File: config.mk
export PLATFORM = sky130hd
export DESIGN_NAME = mem_ctrl_flat
export DESIGN_NICKNAME = d
export VERILOG_FILES = /design/src/rtl/mem_ctrl_if.sv /design/src/rtl/mem_ctrl.sv /design/src/flat_wrapper.sv
export SDC_FILE = /design/constraint.sdc
export NUM_CORES = 1
export LEC_CHECK = 0
export CORE_UTILIZATION = 35
export CTS_BUF_LIST = sky130_fd_sc_hd__clkbuf_2 sky130_fd_sc_hd__clkbuf_4 sky130_fd_sc_hd__clkbuf_8
export DETAILED_ROUTE_END_ITERATION = 7
export PLACE_DENSITY = 0.64
export SYNTH_ARGS = -nofsm -noshare
export SYNTH_HDL_FRONTEND = slang
export SYNTH_SLANG_ARGS = --single-unit
File: constraint.sdc
create_clock -name clk -period 3.8 [get_ports clk]
set_input_delay 0.76 -clock clk [delete_from_list [all_inputs] [get_ports clk]]
set_output_delay 0.76 -clock clk [all_outputs]
set_load 0.01 [all_outputs]
File: src/rtl/mem_ctrl_if.sv
// mem_ctrl_if: request/response bundle between the load-store buffer, the
// fetch unit, mem_ctrl, and the 8-bit external RAM/IO bus.
//   lsb_*  : load/store request (level) and one-cycle completion with data
//   if_*   : 4-byte instruction fetch request (level) and completion
//   mem_*  : byte-wide external bus (mem_din is the RAM read byte)
// Modports: slave = mem_ctrl, master = requesters plus the RAM side.
interface mem_ctrl_if;
  logic        lsb_en;
  logic        lsb_rw;
  logic [31:0] lsb_addr;
  logic [31:0] lsb_wdata;
  logic [2:0]  lsb_width;
  logic        lsb_ok;
  logic [31:0] lsb_rdata;
  logic        if_en;
  logic [31:0] if_addr;
  logic        if_ok;
  logic [31:0] if_rdata;
  logic [7:0]  mem_din;
  logic [7:0]  mem_dout;
  logic [31:0] mem_a;
  logic        mem_wr;

  modport slave (
    input  lsb_en, lsb_rw, lsb_addr, lsb_wdata, lsb_width,
    output lsb_ok, lsb_rdata,
    input  if_en, if_addr,
    output if_ok, if_rdata,
    input  mem_din,
    output mem_dout, mem_a, mem_wr
  );

  modport master (
    output lsb_en, lsb_rw, lsb_addr, lsb_wdata, lsb_width,
    input  lsb_ok, lsb_rdata,
    output if_en, if_addr,
    input  if_ok, if_rdata,
    output mem_din,
    input  mem_dout, mem_a, mem_wr
  );
endinterface

File: src/rtl/mem_ctrl.sv
// mem_ctrl: arbitrates load/store (priority) and fetch requests and
// serialises each into little-endian byte accesses on the external bus,
// returning a one-cycle ok pulse with assembled, zero-extended data.
// Ports:
//   clk, rst        clock, synchronous active-high reset
//   rdy             global enable; low freezes all state, mem_wr forced 0
//   clear           mispredict flush; aborts an in-flight read
//   io_buffer_full  UART TX buffer full (only used with the macro below)
//   bus             mem_ctrl_if.slave: lsb_*, if_*, mem_* signals
// Build option: define MEM_CTRL_IO_STALL_EN to stall IO writes while
// io_buffer_full is high.
module mem_ctrl #(
  parameter logic [31:0] IO_BASE = 32'h0003_0000
) (
  input  logic       clk,
  input  logic       rst,
  input  logic       rdy,
  input  logic       clear,
  input  logic       io_buffer_full,
  mem_ctrl_if.slave  bus
);

  typedef enum logic [1:0] {IDLE, READ, WRITE, DONE} state_t;

  state_t           r_state, w_next;
  logic [2:0]       r_cnt;
  logic [2:0]       r_width;
  logic [31:0]      r_base;
  logic [3:0][7:0]  r_wdata;
  logic [3:0][7:0]  r_buf;
  logic             r_owner_if;
  logic             r_lsb_ok, r_if_ok;
  logic [31:0]      r_lsb_rdata, r_if_rdata;

  logic [31:0]      w_addr;
  logic             w_is_io;
  logic             w_stall;
  logic             w_active;
  logic             w_ok_now;
  logic [1:0]       w_slot;
  logic [3:0][7:0]  w_asm;
  logic [31:0]      w_mem_a;
  logic [7:0]       w_mem_dout;
  logic             w_mem_wr;

  assign w_addr   = r_base + {29'd0, r_cnt};
  assign w_is_io  = (w_addr[17:16] == IO_BASE[17:16]);
  assign w_active = (r_cnt < r_width);
  assign w_ok_now = r_lsb_ok | r_if_ok;
  // mem_din lags the address by one cycle, so it belongs to slot cnt-1
  assign w_slot   = r_cnt[1:0] - 2'd1;

`ifdef MEM_CTRL_IO_STALL_EN
  assign w_stall = (r_state == WRITE) && w_is_io && io_buffer_full;
`else
  logic w_unused;
  assign w_stall  = 1'b0;
  assign w_unused = ^{io_buffer_full, w_is_io};
`endif

  always_comb begin
    w_asm         = r_buf;
    w_asm[w_slot] = bus.mem_din;
  end

  always_comb begin
    w_next     = r_state;
    w_mem_a    = '0;
    w_mem_dout = '0;
    w_mem_wr   = 1'b0;
    unique case (r_state)
      IDLE: begin
        if (bus.lsb_en)     w_next = bus.lsb_rw ? WRITE : READ;
        else if (bus.if_en) w_next = READ;
      end
      READ: begin
        if (w_active) w_mem_a = w_addr;
        if (clear)         w_next = IDLE;
        else if (w_ok_now) w_next = DONE;
      end
      WRITE: begin
        if (w_active) begin
          w_mem_a    = w_addr;
          w_mem_dout = r_wdata[r_cnt[1:0]];
          w_mem_wr   = rdy & ~w_stall;
        end
        if (w_ok_now) w_next = DONE;
      end
      DONE: w_next = IDLE;
      default: w_next = IDLE;
    endcase
  end

  always_ff @(posedge clk) begin
    if (rst) begin
      r_state     <= IDLE;
      r_cnt       <= '0;
      r_width     <= '0;
      r_base      <= '0;
      r_wdata     <= '0;
      r_buf       <= '0;
      r_owner_if  <= 1'b0;
      r_lsb_ok    <= 1'b0;
      r_if_ok     <= 1'b0;
      r_lsb_rdata <= '0;
      r_if_rdata  <= '0;
    end else if (rdy) begin
      r_state  <= w_next;
      r_lsb_ok <= 1'b0;
      r_if_ok  <= 1'b0;
      unique case (r_state)
        IDLE: begin
          r_cnt <= '0;
          r_buf <= '0;
          if (bus.lsb_en) begin
            r_base     <= bus.lsb_addr;
            r_width    <= bus.lsb_width;
            r_wdata    <= bus.lsb_wdata;
            r_owner_if <= 1'b0;
          end else if (bus.if_en) begin
            r_base     <= bus.if_addr;
            r_width    <= 3'd4;
            r_owner_if <= 1'b1;
          end
        end
        READ: begin
          if (!clear) begin
            r_cnt <= r_cnt + 3'd1;
            if (r_cnt != 3'd0 && r_cnt <= r_width) r_buf[w_slot] <= bus.mem_din;
            // Last slot arrives now: ok is registered, visible next cycle
            if (r_cnt == r_width) begin
              if (r_owner_if) begin
                r_if_ok    <= 1'b1;
                r_if_rdata <= w_asm;
              end else begin
                r_lsb_ok    <= 1'b1;
                r_lsb_rdata <= w_asm;
              end
            end
          end
        end
        WRITE: begin
          if (w_active && !w_stall) begin
            r_cnt <= r_cnt + 3'd1;
            if (r_cnt == r_width - 3'd1) r_lsb_ok <= 1'b1;
          end
        end
        DONE: r_cnt <= '0;
        default: r_cnt <= '0;
      endcase
    end
  end

  assign bus.mem_a     = w_mem_a;
  assign bus.mem_dout  = w_mem_dout;
  assign bus.mem_wr    = w_mem_wr;
  assign bus.lsb_ok    = r_lsb_ok;
  assign bus.lsb_rdata = r_lsb_rdata;
  assign bus.if_ok     = r_if_ok;
  assign bus.if_rdata  = r_if_rdata;

endmodule

File: src/flat_wrapper.sv
// flat-port wrapper written by rule: the top's interface ports become plain ports
module mem_ctrl_flat 
#(
  parameter logic [31:0] IO_BASE = 32'h0003_0000
)
  (clk, rst, rdy, clear, io_buffer_full, bus_lsb_en, bus_lsb_rw, bus_lsb_addr, bus_lsb_wdata, bus_lsb_width, bus_lsb_ok, bus_lsb_rdata, bus_if_en, bus_if_addr, bus_if_ok, bus_if_rdata, bus_mem_din, bus_mem_dout, bus_mem_a, bus_mem_wr);
  mem_ctrl_if bus_i ();
  input  logic clk;
  input  logic rst;
  input  logic rdy;
  input  logic clear;
  input  logic io_buffer_full;
  input wire logic [$bits(bus_i.lsb_en)-1:0] bus_lsb_en;
  input wire logic [$bits(bus_i.lsb_rw)-1:0] bus_lsb_rw;
  input wire logic [$bits(bus_i.lsb_addr)-1:0] bus_lsb_addr;
  input wire logic [$bits(bus_i.lsb_wdata)-1:0] bus_lsb_wdata;
  input wire logic [$bits(bus_i.lsb_width)-1:0] bus_lsb_width;
  output wire logic [$bits(bus_i.lsb_ok)-1:0] bus_lsb_ok;
  output wire logic [$bits(bus_i.lsb_rdata)-1:0] bus_lsb_rdata;
  input wire logic [$bits(bus_i.if_en)-1:0] bus_if_en;
  input wire logic [$bits(bus_i.if_addr)-1:0] bus_if_addr;
  output wire logic [$bits(bus_i.if_ok)-1:0] bus_if_ok;
  output wire logic [$bits(bus_i.if_rdata)-1:0] bus_if_rdata;
  input wire logic [$bits(bus_i.mem_din)-1:0] bus_mem_din;
  output wire logic [$bits(bus_i.mem_dout)-1:0] bus_mem_dout;
  output wire logic [$bits(bus_i.mem_a)-1:0] bus_mem_a;
  output wire logic [$bits(bus_i.mem_wr)-1:0] bus_mem_wr;
  assign bus_i.lsb_en = bus_lsb_en;
  assign bus_i.lsb_rw = bus_lsb_rw;
  assign bus_i.lsb_addr = bus_lsb_addr;
  assign bus_i.lsb_wdata = bus_lsb_wdata;
  assign bus_i.lsb_width = bus_lsb_width;
  assign bus_lsb_ok = bus_i.lsb_ok;
  assign bus_lsb_rdata = bus_i.lsb_rdata;
  assign bus_i.if_en = bus_if_en;
  assign bus_i.if_addr = bus_if_addr;
  assign bus_if_ok = bus_i.if_ok;
  assign bus_if_rdata = bus_i.if_rdata;
  assign bus_i.mem_din = bus_mem_din;
  assign bus_mem_dout = bus_i.mem_dout;
  assign bus_mem_a = bus_i.mem_a;
  assign bus_mem_wr = bus_i.mem_wr;
  mem_ctrl #(.IO_BASE(IO_BASE)) u_core (.clk(clk), .rst(rst), .rdy(rdy), .clear(clear), .io_buffer_full(io_buffer_full), .bus(bus_i));
endmodule
* Yosys cells after proc, flatten, opt, wreduce, memory -nomap -nowiden
Cells that the tools add are included.
Word-level totals: output and inout bits 107, register bits after elaboration 171, input port bits 115, logic and storage cells 92
Cells by class: muxes and demuxes 39, bitwise operators 3, add/subtract/negate cells 4, equal/unequal tests 9, order comparisons 5, reduce and logical (&&, ||, !) cells 15
Operators with widths (number):
- 32-bit two-way mux | 6
- 32-bit one-hot mux with 2 select lines | 1
- 32-bit by 3-bit adder with 32-bit output | 1
- 32-bit bitwise mux | 1
- 8-bit two-way mux | 4
- 8-bit binary-select mux with 2-bit select | 1
- 8-bit demux with 2-bit select | 1
- 1-bit two-way mux | 13
- 3-bit two-way mux | 4
- 2-bit two-way mux | 5
- 5-bit AND reduction | 2
- 3-bit one-hot mux with 3 select lines | 1
- 3-bit AND reduction | 3
- 2-bit one-hot mux with 4 select lines | 1
- 3-bit equality test | 2
- 2-bit by 3-bit less-than comparator with 1-bit output (second input constant) | 2
- 2-bit equality test (second input constant) | 2
- 2-bit by 1-bit != test with 1-bit output (second input constant) | 2
- 4-bit AND reduction | 1
- 2-bit nonzero test | 2
- 2-bit OR reduction | 2
- 3-bit by 1-bit adder with 3-bit output (second input constant) | 1
- 3-bit <= comparator | 1
- 3-bit less-than comparator | 1
- other kinds (13) | 15

* Logic depth before layout (Yosys ltp)
depth after elaboration 9, gate-level depth with buffers 10, depth with buffers taken out 8

* Least setup slack after synthesis
OpenSTA, ideal clock, no wires.
path kind reg-to-output, start register u_core.r_cnt[1], end output bus_mem_a[28], setup slack 0.471 ns, buffers on the path 1, data arrival time 2.569 ns, data required time 3.040 ns, stages on the path, launching flop included 9, path through dfxtp_1 -> clkbuf_1 -> inv_1 -> fa_1 -> nand2b_1 -> a2111oi_4 -> nand4b_1 -> xor2_1 -> nor2_1
Between the ends: cells in the longest elaborated chain, start to end 3, elaborated cells on any way between the ends 4, those cells by class 1 x add/sub; 1 x order compare; 2 x mux
RTL lines:
- start: declaration | line mem_ctrl.sv:26 | logic [2:0] r_cnt;
- start signal: assignment | line mem_ctrl.sv:128 | r_cnt <= r_cnt + 3'd1;
- start signal: assignment | line mem_ctrl.sv:144 | r_cnt <= r_cnt + 3'd1;
- 32-bit by 3-bit adder with 32-bit output / 3-bit less-than comparator (equally long branches) | line mem_ctrl.sv:46, mem_ctrl.sv:48
- 32-bit two-way mux (*) | line mem_ctrl.sv:77, mem_ctrl.sv:82
- 32-bit two-way mux (*)
- end: declaration | line flat_wrapper.sv:26 | output wire logic [$bits(bus_i.mem_a)-1:0] bus_mem_a;
Mark *: on every way between the ends. The rest lies on a longest branch, timed or not.

* Worst setup path after layout
start register u_core.r_cnt[2], end output bus_mem_a[29]
Same word-level chain as after synthesis.

==> summary.md <==
| Metric | Value |
|---|---|
| Power Density | 350 nW/um^2 |
| Net Count, Synth | roughly 1000 |
| Die width | 155 um |
| Synth top area share | 0.416 |
| Worst hold-check path type | register to register |
| Clock-pin slew on the worst setup and hold paths | 0.11 ns |
| Final hold vios | 0 |
| Fin cells | 1419 |
| # diodes | 0 |
| Multi-input logic area | 4390 um^2 |
| Seq/Total Area, Yosys | 0.416 |
| Leading area contributor after synthesis | dfxtp_1 |
| NumNets Final | about 1200 |
| Share of layout cells above drive strength 1 | 0.115 |
| CP arrival | 2.92 ns |
| Mapped Cells | 902 |
| Overflow after GRT | 0 |
| Routed WL | 22600 um |
| Worst Path Required | 3.04 ns |
| Initial drt markers | 421 |
| Hold buffers post-CTS | 0 |
| Hold Startpoint | u_core.r_wdata[9]$_SDFFE_PP0P_ |
| Clk sink count | approximately 170 |
| Die H | between 150 and 200 um |
| Core area | 22800 um^2 |
| Mapped Area | 8230 um^2 |
| R2R Path Start | u_core.r_state[1]$_SDFFE_PP0P_ |
| WHS Path Cells | 2 |
| WHS Endpoint | u_core.r_wdata[9]$_SDFFE_PP0P_ |
| Synth top area cells | dfxtp_1 42%, mux2i_1 7.8%, nor2_1 6.2% |
| # DRC | 0 |
| Hpwl dp | 16000 um |
| DR pass1 iterations | 4 |
| Fillers | 2225 |
| Area Growth Syn to Fin | 35.5% |
| Antenna violations before repair | 0 |
| R2R Path End | u_core.bus.lsb_rdata[30]$_SDFFE_PP0P_ |
| Setup total negative slack | 0 ns |
| MaxCap Viol Count | 0 |
| Async set-reset flop share out of synthesis | 0 |
| P_leak | 3.83 nW |
| H-tree Lvls | 4 |
| I/O Pins | 222 |
| CP Launch Type | register |
| Clock Skews | 0.0172 ns |
| Routed len/inst | ~16 um |
| Row count | 55 |
| Placement Setup Slack | 0.361 ns |
| Post-DR vias/cell | 5.03 |
| Die ar. | roughly 24000 um^2 |
| Vias | 7143 |
| Placement Cell Area | 10700 um^2 |
| # placed instances | ~1400 |
| Finish-stage setup viols | 0 |
| Cells on worst reg2reg path | 8 |
| Final Cell Area | 11200 um^2 |
| Largest net degree at the start of global routing | 91 |
| Final setup margin | around 0.12 ns |
| Most numerous cell in the Yosys netlist | dfxtp_1 |
| FMAX | 0.272 GHz |
| Routed Antenna Nets | 0 |
| Outcome | finished, final reports clean |
| Global-route wire length before repair | 36300 um |
| Synth top cells by count | 171 x dfxtp_1, 137 x nor2_1, 82 x nand2_1, 64 x mux2i_1, 58 x a211oi_1 |
| Clock root cell | clkbuf_8 |
| Sequential Area | about 3400 um^2 |
| Min Hold Slack | 0.459 ns |
| Mean area per synthesized cell | slightly above 9 um^2 |
| Crit path time final | 3.68 ns |
| Top_reg_cell synth | dfxtp_1 |
| Final Max Tran Viols | 0 |
| Relative slew slack | 0.411 |
| Crit. End Element | output pin |
| Slew @ Worst Pin | about 0.88 ns |
| Placer Congestion | 0.802 |
| Worst Path Class, Setup | register to output pin |
| Initial cell density of the core | 0.360 |
| CP max FO | 11 |
| Yosys warns | 0 |
| Vias in the first global route | 6897 |
| Clock Path Buffers | 2 |
| R2R setup slack | 1.16 ns |
| Clock Latency Late Sink | 0.48 ns |
| Synth cell types | 56 |
| Peak supply drop | 0.183 mV |
| Flops & latches, synth | about 170 |
| Total GRT Usage | 0.191 |
| Number of flops mapped to enable cells by yosys | 0 |
| Final worst-path cycle share | 0.969 |
| Clock tree from TritonCTS | yes |
| PortBufs | 220 |
| Num CTS Buffers | 17 |
-- cells by family (layout without fill, tap and decap cells) --
kind of cell | Yosys count | after routing | synth area share
and+or+nand+nor | 303 | 303 | 0.170
AOI/OAI and AO/OA | 205 | 205 | 0.204
DFF | 171 | 171 | 0.416
buffers and inverters | 108 | 312 | 0.0561
muxes | 72 | 72 | 0.0997
xor gates and xnor gates | 27 | 27 | 0.0287
adders and majority gates | 16 | 16 | 0.0252
-- registers in the layout (all words and copies together) (netlist names) --
signal and flops:
u_core.r_cnt 3, u_core.r_base 32, u_core.r_buf 32, u_core.bus.if_rdata 32, u_core.r_width 3, u_core.bus.lsb_rdata 32, u_core.r_owner_if 1, u_core.bus.lsb_ok 1
u_core.bus.if_ok 1, u_core.r_wdata 32, u_core.r_state 2
-- worst max-delay path by stage --
stage | startpoint | end | slack [ns] | depth (start not counted)
detailed placement | u_core.r_base[0]$_SDFFE_PP0P_ | bus_mem_a[28] | 0.36 | 10
global route | u_core.r_base[0]$_SDFFE_PP0P_ | bus_mem_a[26] | -0.0008 | 11
global placement | u_core.r_base[0]$_SDFFE_PP0P_ | bus_mem_a[30] | 0.38 | 10
finish | u_core.r_cnt[2]$_SDFFE_PP0P_ | bus_mem_a[29] | 0.12 | 7
CTS | u_core.r_base[0]$_SDFFE_PP0P_ | bus_mem_a[16] | 0.02 | 12
floorplan | u_core.r_cnt[1]$_SDFFE_PP0P_ | bus_mem_a[28] | 0.47 | 8
-- through the flow --
stage / power [mW] / utilization
3_3_place_gp: 2.60 / 0.468
4_1_cts: 3.95 / 0.488
2_1_floorplan: 2.33 / -
5_1_grt: 4.11 / 0.488
3_5_place_dp: 2.61 / 0.468
6_report: 3.90 / 0.488
-- area by class of cell --
cell class                 instances  share of cell area
multi-input combinational        623               0.393
clock buffer                      18              0.0216
clock inverter                    14              0.0157
timing repair buffer             241               0.214
inverter                          39              0.0131
tap                              313              0.0351
sequential                       171               0.307
-- critical path, cell delays in order (launching register included) --
cell	delay, ns
dfxtp_1	0.40
ha_2	0.42
nor2_1	0.08
nor3_4	0.18
nand3_4	0.16
or4_1	0.43
a21oi_1	0.19
clkdlybuf4s50_1	0.60
-- placed cells by master (no fill, tap or decap), types with 4 or more instances in the layout --
cell	Yosys	layout
clkinv_8	0	4
nand2b_1	6	5
buf_12	0	4
mux4_2	8	8
inv_6	0	5
nand4_1	14	14
buf_4	8	15
o32ai_1	25	25
clkbuf_8	0	17
ha_1	15	12
clkbuf_2	0	5
xnor2_1	7	7
or4_1	4	4
xor2_1	20	20
nor2_1	137	134
a211oi_2	41	41
mux2i_1	64	64
clkdlybuf4s50_1	0	205
nand2_1	82	82
nor2b_1	4	4
nand3b_1	8	8
o21ai_0	9	9
nor2_4	1	4
nand3_1	15	15
a211oi_1	58	58
a21oi_1	44	44
and3_1	14	14
a22o_1	7	7
dlygate4sd2_1	0	4
o31ai_1	5	5
dfxtp_1	171	171
inv_1	39	38
-- layer usage --
layer  share of wire  vias up  track usage
li1                -     3610            -
met1            0.44     3326        0.244
met5               0        -            0
met3           0.069       12       0.0616
met2            0.48      195        0.315
met4          0.0062        0       0.0373
-- power breakdown --
group          total (mW)  switching (mW)  internal, mW  leakage, nW
Sequential           1.93          0.0637          1.87         1.39
Combinational       0.640           0.336         0.304         2.23
Clock                1.33           0.770         0.563        0.206
Total                3.90            1.17          2.73         3.83
-- what timing repair did --
action                                  4_1_cts  5_1_grt
pin swaps                                     1        1
cloned                                        1        0
gates resized for setup                      13       20
setup buffers                                 3        2
endpoints found under the setup margin       10       26
Note: power is estimated with default switching activity, not from simulation.
